## config.mk

```make
export PLATFORM = sky130hd
export DESIGN_NAME = hpdcache_rr_grant_arb
export DESIGN_NICKNAME = d
export VERILOG_FILES = /design/src/rtl/hpdcache_pkg.sv /design/src/rtl/hpdcache_1hot_to_binary.sv /design/src/rtl/hpdcache_rr_grant_arb.sv
export SDC_FILE = /design/constraint.sdc
export NUM_CORES = 1
export LEC_CHECK = 0
export ABC_AREA = 1
export BUFFER_PORTS_ARGS = -buffer_cell sky130_fd_sc_hd__buf_2
export CORE_MARGIN = 3
export CORE_UTILIZATION = 40
export DETAILED_ROUTE_END_ITERATION = 10
export SLEW_MARGIN = 20
export SYNTH_ARGS = -nofsm -noshare
export SYNTH_HDL_FRONTEND = slang
export SYNTH_SLANG_ARGS = --single-unit
export TNS_END_PERCENT = 50
```

## constraint.sdc

```tcl
create_clock -name clk_i -period 2.62 [get_ports clk_i]
set_input_delay 0.393 -clock clk_i [delete_from_list [all_inputs] [get_ports clk_i]]
set_output_delay 0.393 -clock clk_i [all_outputs]
set_load 0.01 [all_outputs]
```

## src/rtl/hpdcache_pkg.sv

```systemverilog
// Shared HPDcache helpers: wrapped round-robin pointer increment reused by the arbiters.
package hpdcache_pkg;

  function automatic int unsigned hpdcache_rr_next(input int unsigned ptr, input int unsigned n);
    return (ptr + 32'd1 >= n) ? 32'd0 : ptr + 32'd1;
  endfunction

endpackage

```

## src/rtl/hpdcache_1hot_to_binary.sv

```systemverilog
// One-hot to binary index decoder; an all-zero input decodes to index 0.
module hpdcache_1hot_to_binary #(
  parameter  int unsigned N     = 4,
  localparam int unsigned Log2N = (N > 1) ? $clog2(N) : 1
) (
  input  logic [N-1:0]     val_i,
  output logic [Log2N-1:0] val_o
);

  always_comb begin
    val_o = '0;
    for (int unsigned i = 0; i < N; i++)
      if (val_i[i]) val_o = val_o | Log2N'(i);
  end

endmodule

```

## src/rtl/hpdcache_rr_grant_arb.sv

```systemverilog
// Round-robin arbiter with ready/valid handshake; a grant stalled by !ready_i is frozen until taken.
// Define HPDCACHE_RR_ARB_STARVE_CHK_EN to add per-requester starvation counters and protocol assertions.
module hpdcache_rr_grant_arb
  import hpdcache_pkg::*;
#(
  parameter  int unsigned N     = 4,
  localparam int unsigned Log2N = (N > 1) ? $clog2(N) : 1
) (
  input  logic             clk_i,
  input  logic             rst_ni,
  input  logic [N-1:0]     req_i,
  input  logic             ready_i,
  output logic             gnt_valid_o,
  output logic [N-1:0]     gnt_o,
  output logic [Log2N-1:0] gnt_idx_o
);

  localparam logic UNLOCKED = 1'b0;
  localparam logic LOCKED   = 1'b1;

  logic [Log2N-1:0] ptr_q, ptr_d, ptr_nxt;
  logic             lock_q, lock_d;
  logic [N-1:0]     gnt_q, gnt_d, gnt_rr, sel;
  logic             found;
  int unsigned      k;

  // Scan from ptr_q upward with wrap; first requester found wins.
  always_comb begin
    gnt_rr = '0;
    sel    = '0;
    found  = 1'b0;
    k      = 0;
    for (int unsigned off = 0; off < N; off++) begin
      k = 32'(ptr_q) + off;
      if (k >= N) k = k - N;
      sel = N'(1) << k;
      if (!found && (|(req_i & sel))) begin
        gnt_rr = sel;
        found  = 1'b1;
      end
    end
  end

  hpdcache_1hot_to_binary #(.N(N)) i_gnt_idx (
    .val_i (gnt_o),
    .val_o (gnt_idx_o)
  );

  assign ptr_nxt = Log2N'(hpdcache_rr_next(32'(gnt_idx_o), N));

  always_ff @(posedge clk_i or negedge rst_ni) begin
    if (!rst_ni) begin
      ptr_q  <= '0;
      lock_q <= UNLOCKED;
      gnt_q  <= '0;
    end else begin
      ptr_q  <= ptr_d;
      lock_q <= lock_d;
      gnt_q  <= gnt_d;
    end
  end

  always_comb begin
    ptr_d  = ptr_q;
    lock_d = lock_q;
    gnt_d  = gnt_q;
    case (lock_q)
      UNLOCKED:
        if (gnt_valid_o) begin
          if (ready_i) ptr_d = ptr_nxt;
          else begin
            lock_d = LOCKED;
            gnt_d  = gnt_o;
          end
        end
      LOCKED:
        if (ready_i) begin
          lock_d = UNLOCKED;
          gnt_d  = '0;
          ptr_d  = ptr_nxt;
        end
      default: lock_d = UNLOCKED;
    endcase
  end

  always_comb begin
    gnt_o       = (lock_q == LOCKED) ? gnt_q : gnt_rr;
    gnt_valid_o = |gnt_o;
  end

`ifdef HPDCACHE_RR_ARB_STARVE_CHK_EN
  localparam int unsigned CW = Log2N + 2;

  logic [N-1:0][CW-1:0] wait_q;
  logic [CW-1:0]        rdy_run_q;
  logic                 xfer;

  assign xfer = gnt_valid_o & ready_i;

  // Waits are only judged over a window where ready_i stayed high throughout.
  always_ff @(posedge clk_i or negedge rst_ni) begin
    if (!rst_ni) begin
      wait_q    <= '0;
      rdy_run_q <= '0;
    end else begin
      if (!ready_i)            rdy_run_q <= '0;
      else if (rdy_run_q != '1) rdy_run_q <= rdy_run_q + 1'b1;
      for (int unsigned i = 0; i < N; i++) begin
        if (!req_i[i] || (xfer && gnt_o[i])) wait_q[i] <= '0;
        else if (wait_q[i] != '1)            wait_q[i] <= wait_q[i] + 1'b1;
      end
    end
  end

  always @(posedge clk_i) begin
    if (rst_ni) begin
      assert ($onehot0(gnt_o)) else $error("rr_arb: grant not onehot0");
      assert (lock_q != LOCKED || (|(req_i & gnt_q)))
        else $error("rr_arb: locked requester dropped req");
      for (int unsigned i = 0; i < N; i++)
        assert (!(32'(rdy_run_q) > 2 * N && 32'(wait_q[i]) > 2 * N))
          else $error("rr_arb: requester %0d starved", i);
    end
  end
`endif

endmodule

```

# [After elaboration in Yosys (flattened, before gate mapping)]
# Index checks and enable logic that the tools add are counted.
[word_totals] ff_bits=7 in_bits=7 out_inout_bits=7 elab_cells=66
[op_classes] n_eq_ne=3 bitwise_logic=5 n_mux=26 magnitude_cmp=5 add_sub_neg=8 shift=4 reduce_logical=12
[ops] op="$mux W32" n=4
[ops] op="$shl A1 B32 Y4 const A" n=4
[ops] op="$mux W4" n=8
[ops] op="$reduce_or A4 Y1" n=5
[ops] op="$and A4 B4 Y4" n=4
[ops] op="$ge A3 B3 Y1 const B" n=4
[ops] op="$sub A3 B3 Y4 const B" n=3
[ops] op="$mux W2" n=5
[ops] op="$pmux W4 S2" n=1
[ops] op="$add A2 B1 Y3 const B" n=2
[ops] op="$add A2 B2 Y3 const B" n=2
[ops] op="$mux W1" n=6
[ops] op="$ne A2 B2 Y1 const B" n=3
[ops] op="$pmux W2 S2" n=1
[ops] op="$sub A2 B3 Y4 const B" n=1
[ops] op="$ge A2 B3 Y1 const B" n=1
[ops] op="$logic_and A1 B1 Y1" n=3
[ops] op="$logic_not A1 Y1" n=3
[ops] op="$reduce_and A3 Y1" n=1
[ops] op="$pmux W1 S2" n=1
[ops] op="$not A1 Y1" n=1

# [Depth between registers and ports, before layout]
# Gate-level depths: netlist of run 1.
[depth] ltp_word=25 depth_mapped=16

# [Cells and area by module]
# A second synthesis of run 1 with hierarchy kept.
[hier_totals] cells_unflattened=131 hier_area_um2=860.8
[modules_own_cells] module="hpdcache_rr_grant_arb" cells_per_inst=126 seq_area_each_um2=175.2 n_inst=1 area_per_inst_um2=842.1
[modules_own_cells] module="hpdcache_1hot_to_binary" cells_per_inst=5 seq_area_each_um2=0.0 n_inst=1 area_per_inst_um2=18.8

# [Worst setup path after synthesis of run 1]
# OpenSTA, ideal clock, no wires.
[synth_path] kind="register to output" from="reg ptr_q[1]" to="out gnt_valid_o" t_required_ps=2227 path_stages_with_launch=13 arrival_time_ps=1537 setup_slack_ps=690 path_cell_list="dfrtp_1 -> buf_6 -> nand3_1 -> nand2_2 -> nor2_4 -> nand2_4 -> nor2_2 -> nand2_1 -> nand3_2 -> nand2_2 -> nand2_4 -> nor2_4 -> nand2_4"
[synth_via] elab_chain_len=17
[synth_lines] element="from (decl)" line="hpdcache_rr_grant_arb.sv:21" text="logic [Log2N-1:0] ptr_q, ptr_d, ptr_nxt;"
[synth_lines] element="from (signal assigned)" line="hpdcache_rr_grant_arb.sv:57" text="ptr_q <= ptr_d;"
[synth_lines] element="branches (longest 14 deep; another with $sub A3 B3 Y4)"
[synth_lines] element="$mux W4 (*)" line="hpdcache_rr_grant_arb.sv:37" text="if (!found && (|(req_i & sel))) begin"
[synth_lines] element="$mux W4 (*)" line="hpdcache_rr_grant_arb.sv:87" text="gnt_o = (lock_q == LOCKED) ? gnt_q : gnt_rr;"
[synth_lines] element="via gnt_o[1]" line="hpdcache_rr_grant_arb.sv:14" text="output logic [N-1:0] gnt_o,"
[synth_lines] element="$reduce_or A4 Y1 (*)" line="hpdcache_rr_grant_arb.sv:88" text="gnt_valid_o = |gnt_o;"
[synth_lines] element="to (decl)" line="hpdcache_rr_grant_arb.sv:13" text="output logic gnt_valid_o,"
# Mark *: on every way through the listed nets, which the timed path passes.

# [Worst setup path after layout of run 1]
[layout_path] from="reg ptr_q[0]" to="out gnt_valid_o"
[layout_via] elab_chain_len=17
[layout_lines] element="branches (longest 14 deep; another with $sub A3 B3 Y4)"
[layout_lines] element="$mux W4 (*)" line="hpdcache_rr_grant_arb.sv:37"
[layout_lines] element="$mux W4 (*)" line="hpdcache_rr_grant_arb.sv:87"
[layout_lines] element="$reduce_or A4 Y1 (*)" line="hpdcache_rr_grant_arb.sv:88"
# Every way passes the cells marked *.

==> reports/qor.txt, run 1 <==
Status = complete, no violations
Overall die area = 2850 um2
Required arrival time at the worst endpoint = 2230 ps
Mean cell area of the mapped netlist = 6.45 um2
Length of the first detailed-routing pass in iterations = 4
TritonCTS clock tree = yes
Hold_ws = 426 ps
Internal reg-to-reg setup slack = 590 ps
Syn Inst Count = 139
Die extent in x = 53.4 um
Top-level I/O count = 14
Core area = 2040 um2
Antenna violations before repair = 0
Final antenna diode count = 0
TritonCTS sink count = 7
Ratio of routed vias to standard cells = 4.74
Nature of the critical path startpoint = flip-flop
Height of the chip = 53.4 um
Buffer depth of the longest clock path = 2
Largest cells by area after synthesis = sky130_fd_sc_hd__dfrtp_1 (20%), sky130_fd_sc_hd__nand2_1 (17%), sky130_fd_sc_hd__nand3_1 (15%)
Leakage power = 0.000593 uW
Slowest library cell on the worst path = sky130_fd_sc_hd__dfrtp_2
Num rows = 16
Post-detailed-route DRC marker count = 0
TritonCTS Buffers = 3
Nature of the critical path endpoint = primary output
Worst reg2reg path startpoint = ptr_q[0]
Routed wire length per instance = 10.8 um
Total routing usage reported by global routing = 15.8%
PnR Total Power = 1510 uW
Capture point of the critical path = gnt_valid_o
Category of cells accounting for the largest share of critical-path delay = simple AND/OR/NAND/NOR gates
Final Net Count = 167
Instance count after placement with tap cells included = 176
Maximum operating frequency = 0.403 GHz
Total nets after synthesis = 146
Insertion delay of the later-clocked pin in the worst-skew pair = 240 ps
Post-route clock skew = 0.536 ps
P&R area growth vs syn = 18.0%
Bufs and invs on worst path = 2
Total Neg Setup Slack = 0 ps
Worst hold path class = in2reg
Synth warn = 0
CP Depth = 13
Grt total ovfl = 0
Type of the worst setup path = reg2out
Total of flip-flops plus latches after synthesis = 7
Pin count of the biggest net entering global routing = 14
Area of the mapped netlist = 897 um2
Power density relative to cell area = 1430 nW/um2
Total via count after detailed routing = 882
Delay of the slowest cell on the worst path = 450 ps
Filler cells = 218
FF-to-FF path depth = 15
Routability cong. = 0.872
Placement Cell Area = 972 um2
First-pass GRT wire length = 3.30 mm
Max-Cap Viols = 0
Share of layout cells above drive strength 1 = 36.5%
Largest voltage drop on the vdd net = 0.766 mV
H-Tree Level Count = 1
Setup violations, final = 0
Final WL = 2.01 mm
Max Transition Viols Final = 0
Final standard cell count with taps included and fillers excluded = 186
Vias in the first global route = 737
Crit path max fanout = 6
Cell breakdown of the critical path = clkbuf_2, nand3_1, nand2_2, nor2_4, nand2_4, nor2_4, nand2_1, nand3_2, nand2_2, nand2_4, nor2_4, nand2_4, buf_2
Clock input transition at the sequential cells of the worst setup and hold paths = 50 ps
Initial detailed-routing violation count = 21
Worst setup path start = ptr_q[0]
DPL Wire Length = 1.57 mm
Yosys top cell area share = 19.5%
FF-to-FF End = gnt_q[1]
Count of endpoints failing hold in the final timing report = 0
Minimum period implied by the final worst setup slack = 2480 ps
Slew at the pin with the worst max-slew slack = 356 ps
Leading area contributor after synthesis = sky130_fd_sc_hd__dfrtp_1
Initial core utilization = 43.9%
Part of the cycle the worst path needs = 94.8%
Count of buffers inserted at the top-level ports = 13
Sequential share of the synthesized area = 19.5%
Post-route antenna net violation count = 0
Post-route cell area = 1060 um2
Headroom to the max-slew limit = 76.2%
CP Data Arrival Time = 2090 ps
Clock tree root driver cell = sky130_fd_sc_hd__clkbuf_4
Number of library cell types mapped by synthesis = 21
cell usage after synthesis:
cell,count
sky130_fd_sc_hd__nand3b_1,1
sky130_fd_sc_hd__buf_4,1
sky130_fd_sc_hd__nand3_2,6
sky130_fd_sc_hd__buf_6,1
sky130_fd_sc_hd__nand2_2,9
sky130_fd_sc_hd__a21oi_2,1
sky130_fd_sc_hd__clkinv_1,1
sky130_fd_sc_hd__o211ai_1,1
sky130_fd_sc_hd__nor2_4,6
sky130_fd_sc_hd__buf_2,1
sky130_fd_sc_hd__dfrtp_1,7
sky130_fd_sc_hd__nor2_2,2
sky130_fd_sc_hd__or2_2,2
sky130_fd_sc_hd__nand4_1,3
sky130_fd_sc_hd__inv_2,1
sky130_fd_sc_hd__inv_1,17
sky130_fd_sc_hd__nand3_1,26
sky130_fd_sc_hd__nand2_4,6
sky130_fd_sc_hd__o21ai_1,1
sky130_fd_sc_hd__nand2_1,40
sky130_fd_sc_hd__nor2_1,6
area by class of cell:
cell class	count	area, um2	share of cell area [%]
tap	27	33.8	3.19
clock buffer	4	26.3	2.48
sequential	7	178	16.8
inverter	19	71.3	6.74
multi-input combinational	110	642	60.6
timing repair buffer	19	108	10.2
worst min path at each step:
stage,start,end,slack [ps],cells after the start
after floorplan,rst_ni,gnt_q[0],100,0
after global placement,rst_ni,gnt_q[3],220,1
after detailed placement,rst_ni,gnt_q[3],230,1
after CTS,ready_i,lock_q,400,2
after global routing,ready_i,lock_q,420,2
final,ready_i,lock_q,430,2
kinds of logic (layout without fill, tap and decap cells):
family / Yosys count / after routing / synth area share (%)
AND/OR/NAND/NOR: 107 / 107 / 67.5
buffers and inverters: 22 / 42 / 10.6
flip-flops: 7 / 7 / 19.5
AO/OA/AOI/OAI: 3 / 3 / 2.37
routing by layer:
layer,share of wire (%),track usage (%)
met5,0,0
met4,0,6.38
met3,2.0,1.69
met2,46,23.5
met1,52,22.9
flip-flops by register name, summed over array words and instances (netlist names):
signal and cells:
lock_q 1, gnt_q 4, ptr_q 2
layout by cell type, fill, tap and decap left out, drive strengths merged, types with 2 or more instances in the layout:
cell and n:
nand2 55, nand3 32, inv 18, buf 16, nor2 14, dfrtp 7
clkbuf 6, nand4 3, or2 2
metrics by stage:
stage	util [%]	setup WS [ps]
floorplan	-	690
global placement	47.6	255
finish	51.8	138
CTS	49.8	81.4
global route	51.8	-13.5
detailed placement	47.6	235
repair_timing:
action | in CTS | in global routing
hold buffers | 1 | 0
buffers inserted | 0 | 5
endpoints found under the setup margin | 2 | 3
pin swaps | 0 | 2
gates resized for setup | 3 | 3
gates cloned | 0 | 0
endpoints found under the hold margin | 7 | 0
report_power, final:
part | switching (uW) | internal (uW)
clock | 34.4 | 57.8
sequential | 56.4 | 152
combinational | 768 | 442
No activity file was read; power rests on OpenSTA's default activity.
==> run 2: changes to the inputs <==
--- a/config.mk
+++ b/config.mk
@@ -6,10 +6,10 @@
 export NUM_CORES = 1
 export LEC_CHECK = 0
 export ABC_AREA = 1
-export BUFFER_PORTS_ARGS = -buffer_cell sky130_fd_sc_hd__buf_2
 export CORE_MARGIN = 3
-export CORE_UTILIZATION = 40
+export CORE_UTILIZATION = 50
 export DETAILED_ROUTE_END_ITERATION = 10
+export DONT_BUFFER_PORTS = 1
 export SLEW_MARGIN = 20
 export SYNTH_ARGS = -nofsm -noshare
 export SYNTH_HDL_FRONTEND = slang
==> run 2 against run 1 <==
  * Clock skew is 1.0 ps higher
  * Non-clock buffer count shrank 15
  * Power shrank 8.4%
  * Combinational power is 11% lower
  * Sequential power grew 6%
  * Highest routed layer unchanged
  * Setup slack improved by 78 ps
==> reports/qor.txt, run 2 (same netlist as run 1, synthesis figures left out) <==
Worst setup path start = ptr_q[1]
Largest register FFs = 4
Die extent in x = 48.4 um
Num rows = 14
Crit path max fanout = 13
Initial core utilization = 56.3%
Length of the first detailed-routing pass in iterations = 4
TritonCTS Buffers = 3
Headroom to the max-slew limit = 77.2%
Total routing usage reported by global routing = 17.2%
Final Net Count = 152
DPL Wire Length = 1.59 mm
Slew at the pin with the worst max-slew slack = 341 ps
Routability cong. = 0.796
Nature of the critical path endpoint = primary output
Height of the chip = 48.4 um
FF-to-FF path depth = 15
Worst hold path class = in2reg
Clock tree root driver cell = sky130_fd_sc_hd__clkbuf_4
Pin count of the biggest net entering global routing = 14
Status = complete, no violations
Overall die area = 2340 um2
Nature of the critical path startpoint = flip-flop
Post-detailed-route DRC marker count = 0
H-Tree Level Count = 1
TritonCTS clock tree = yes
Post-route antenna net violation count = 0
Buffer depth of the longest clock path = 2
Largest voltage drop on the vdd net = 0.716 mV
Commonest cells after routing, fill and taps aside = sky130_fd_sc_hd__nand2_1 (40), sky130_fd_sc_hd__nand3_1 (26), sky130_fd_sc_hd__inv_1 (17)
Core area = 1590 um2
CP Data Arrival Time = 2010 ps
Hold Crit Depth = 1
Vias in the first global route = 733
Required arrival time at the worst endpoint = 2230 ps
Clock input transition at the sequential cells of the worst setup and hold paths = 50 ps
Regs by FF count = gnt_q: 4 flops, ptr_q: 2 flops, lock_q: 1 flops
Total via count after detailed routing = 836
Final antenna diode count = 0
Delay of the slowest cell on the worst path = 500 ps
Internal reg-to-reg setup slack = 540 ps
Unrepaired setup endpoints after global routing = false
Max-Cap Viols = 0
Minimum period implied by the final worst setup slack = 2400 ps
Max Transition Viols Final = 0
Count of buffers inserted at the top-level ports = 0
Part of the cycle the worst path needs = 91.8%
Cell breakdown of the critical path = inv_1, nand3_2, nand2_2, nor2_4, nand2_4, nor2_2, nand2_1, nand3_2, nand2_2, nand2_4, nor2_1, inv_1
Insertion delay of the later-clocked pin in the worst-skew pair = 230 ps
Grt total ovfl = 0
Register ranked first by flip-flop count = gnt_q
P&R area growth vs syn = 8.09%
Type of the worst setup path = reg2out
Routed wire length per instance = 11.4 um
First-pass GRT wire length = 3.33 mm
Final WL = 1.91 mm
Initial detailed-routing violation count = 49
Post-route clock skew = 1.57 ps
Filler cells = 155
Power density relative to cell area = 1430 nW/um2
Maximum operating frequency = 0.416 GHz
Slowest library cell on the worst path = sky130_fd_sc_hd__dfrtp_2
Total Neg Setup Slack = 0 ps
Setup violations, final = 0
Core Util, Final = 60.8%
Share of layout cells above drive strength 1 = 28.5%
TritonCTS sink count = 7
Count of endpoints failing hold in the final timing report = 0
Leakage power = 0.000528 uW
Top-level I/O count = 14
Leading cell type in the layout, fill and taps excluded = sky130_fd_sc_hd__nand2_1
Antenna violations before repair = 0
Worst reg2reg path startpoint = ptr_q[1]
Hold_sp = ready_i
Ratio of routed vias to standard cells = 4.98
## run 2: final timing paths
kind / end
worst min-delay path: lock_q
max in group asynchronous: ptr_q[1]
worst min register to register: gnt_q[0]
worst max-delay path: gnt_idx_o[0]
worst max register to register: gnt_q[2]
min in group asynchronous: lock_q
## run 2: report_power, final
group          internal [uW]  switching (uW)  leakage (uW)
combinational            357             719      0.000424
clock                   57.5            30.8     0.0000150
sequential               151            68.4     0.0000889
## run 2: per-stage QoR
stage                     power (uW)  hold slack, ps  setup slack [ps]  std cells  cell area (um2)
final                           1380             239               216        168              970
after global routing            1530             222              27.6        168              970
after CTS                       1340             235              33.0        165              940
after detailed placement        1250            97.6               294        160              903
after global placement          1250            97.6               275        160              903
after floorplan                 1110            97.4               690        139              897
## run 2: worst max-delay path, delay by kind of cell, from the launching register on
kind | cells | cell delay [ps]
buffers and inverters | 2 | 240
flip-flops | 1 | 500
AND/OR/NAND/NOR | 10 | 1030
## run 2: cell type report
type	instances	area, um2	area share [%]
well taps	24	30.0	3.10
flip-flops and latches	7	178	18.3
clock buffers	4	26.3	2.71
repair buffers	4	32.5	3.35
multi-input cells	110	632	65.2
inverters	19	71.3	7.35
## run 2: metal layers
metal / vias to the layer above / wire (um) / track usage [%]
li1: 451 / - / -
met1: 373 / 1020 / 26.8
met2: 12 / 812 / 26.1
met3: 0 / 76 / 1.53
met4: 0 / 0 / 2.84
met5: - / 0 / 0
## run 2: timing repair
item / CTS / global route
hold buffers: 1 / 0
setup buffers: 0 / 3
setup endpoints to repair: 0 / 3
endpoints found under the hold margin: 7 / 0
gates resized for setup: 0 / 3
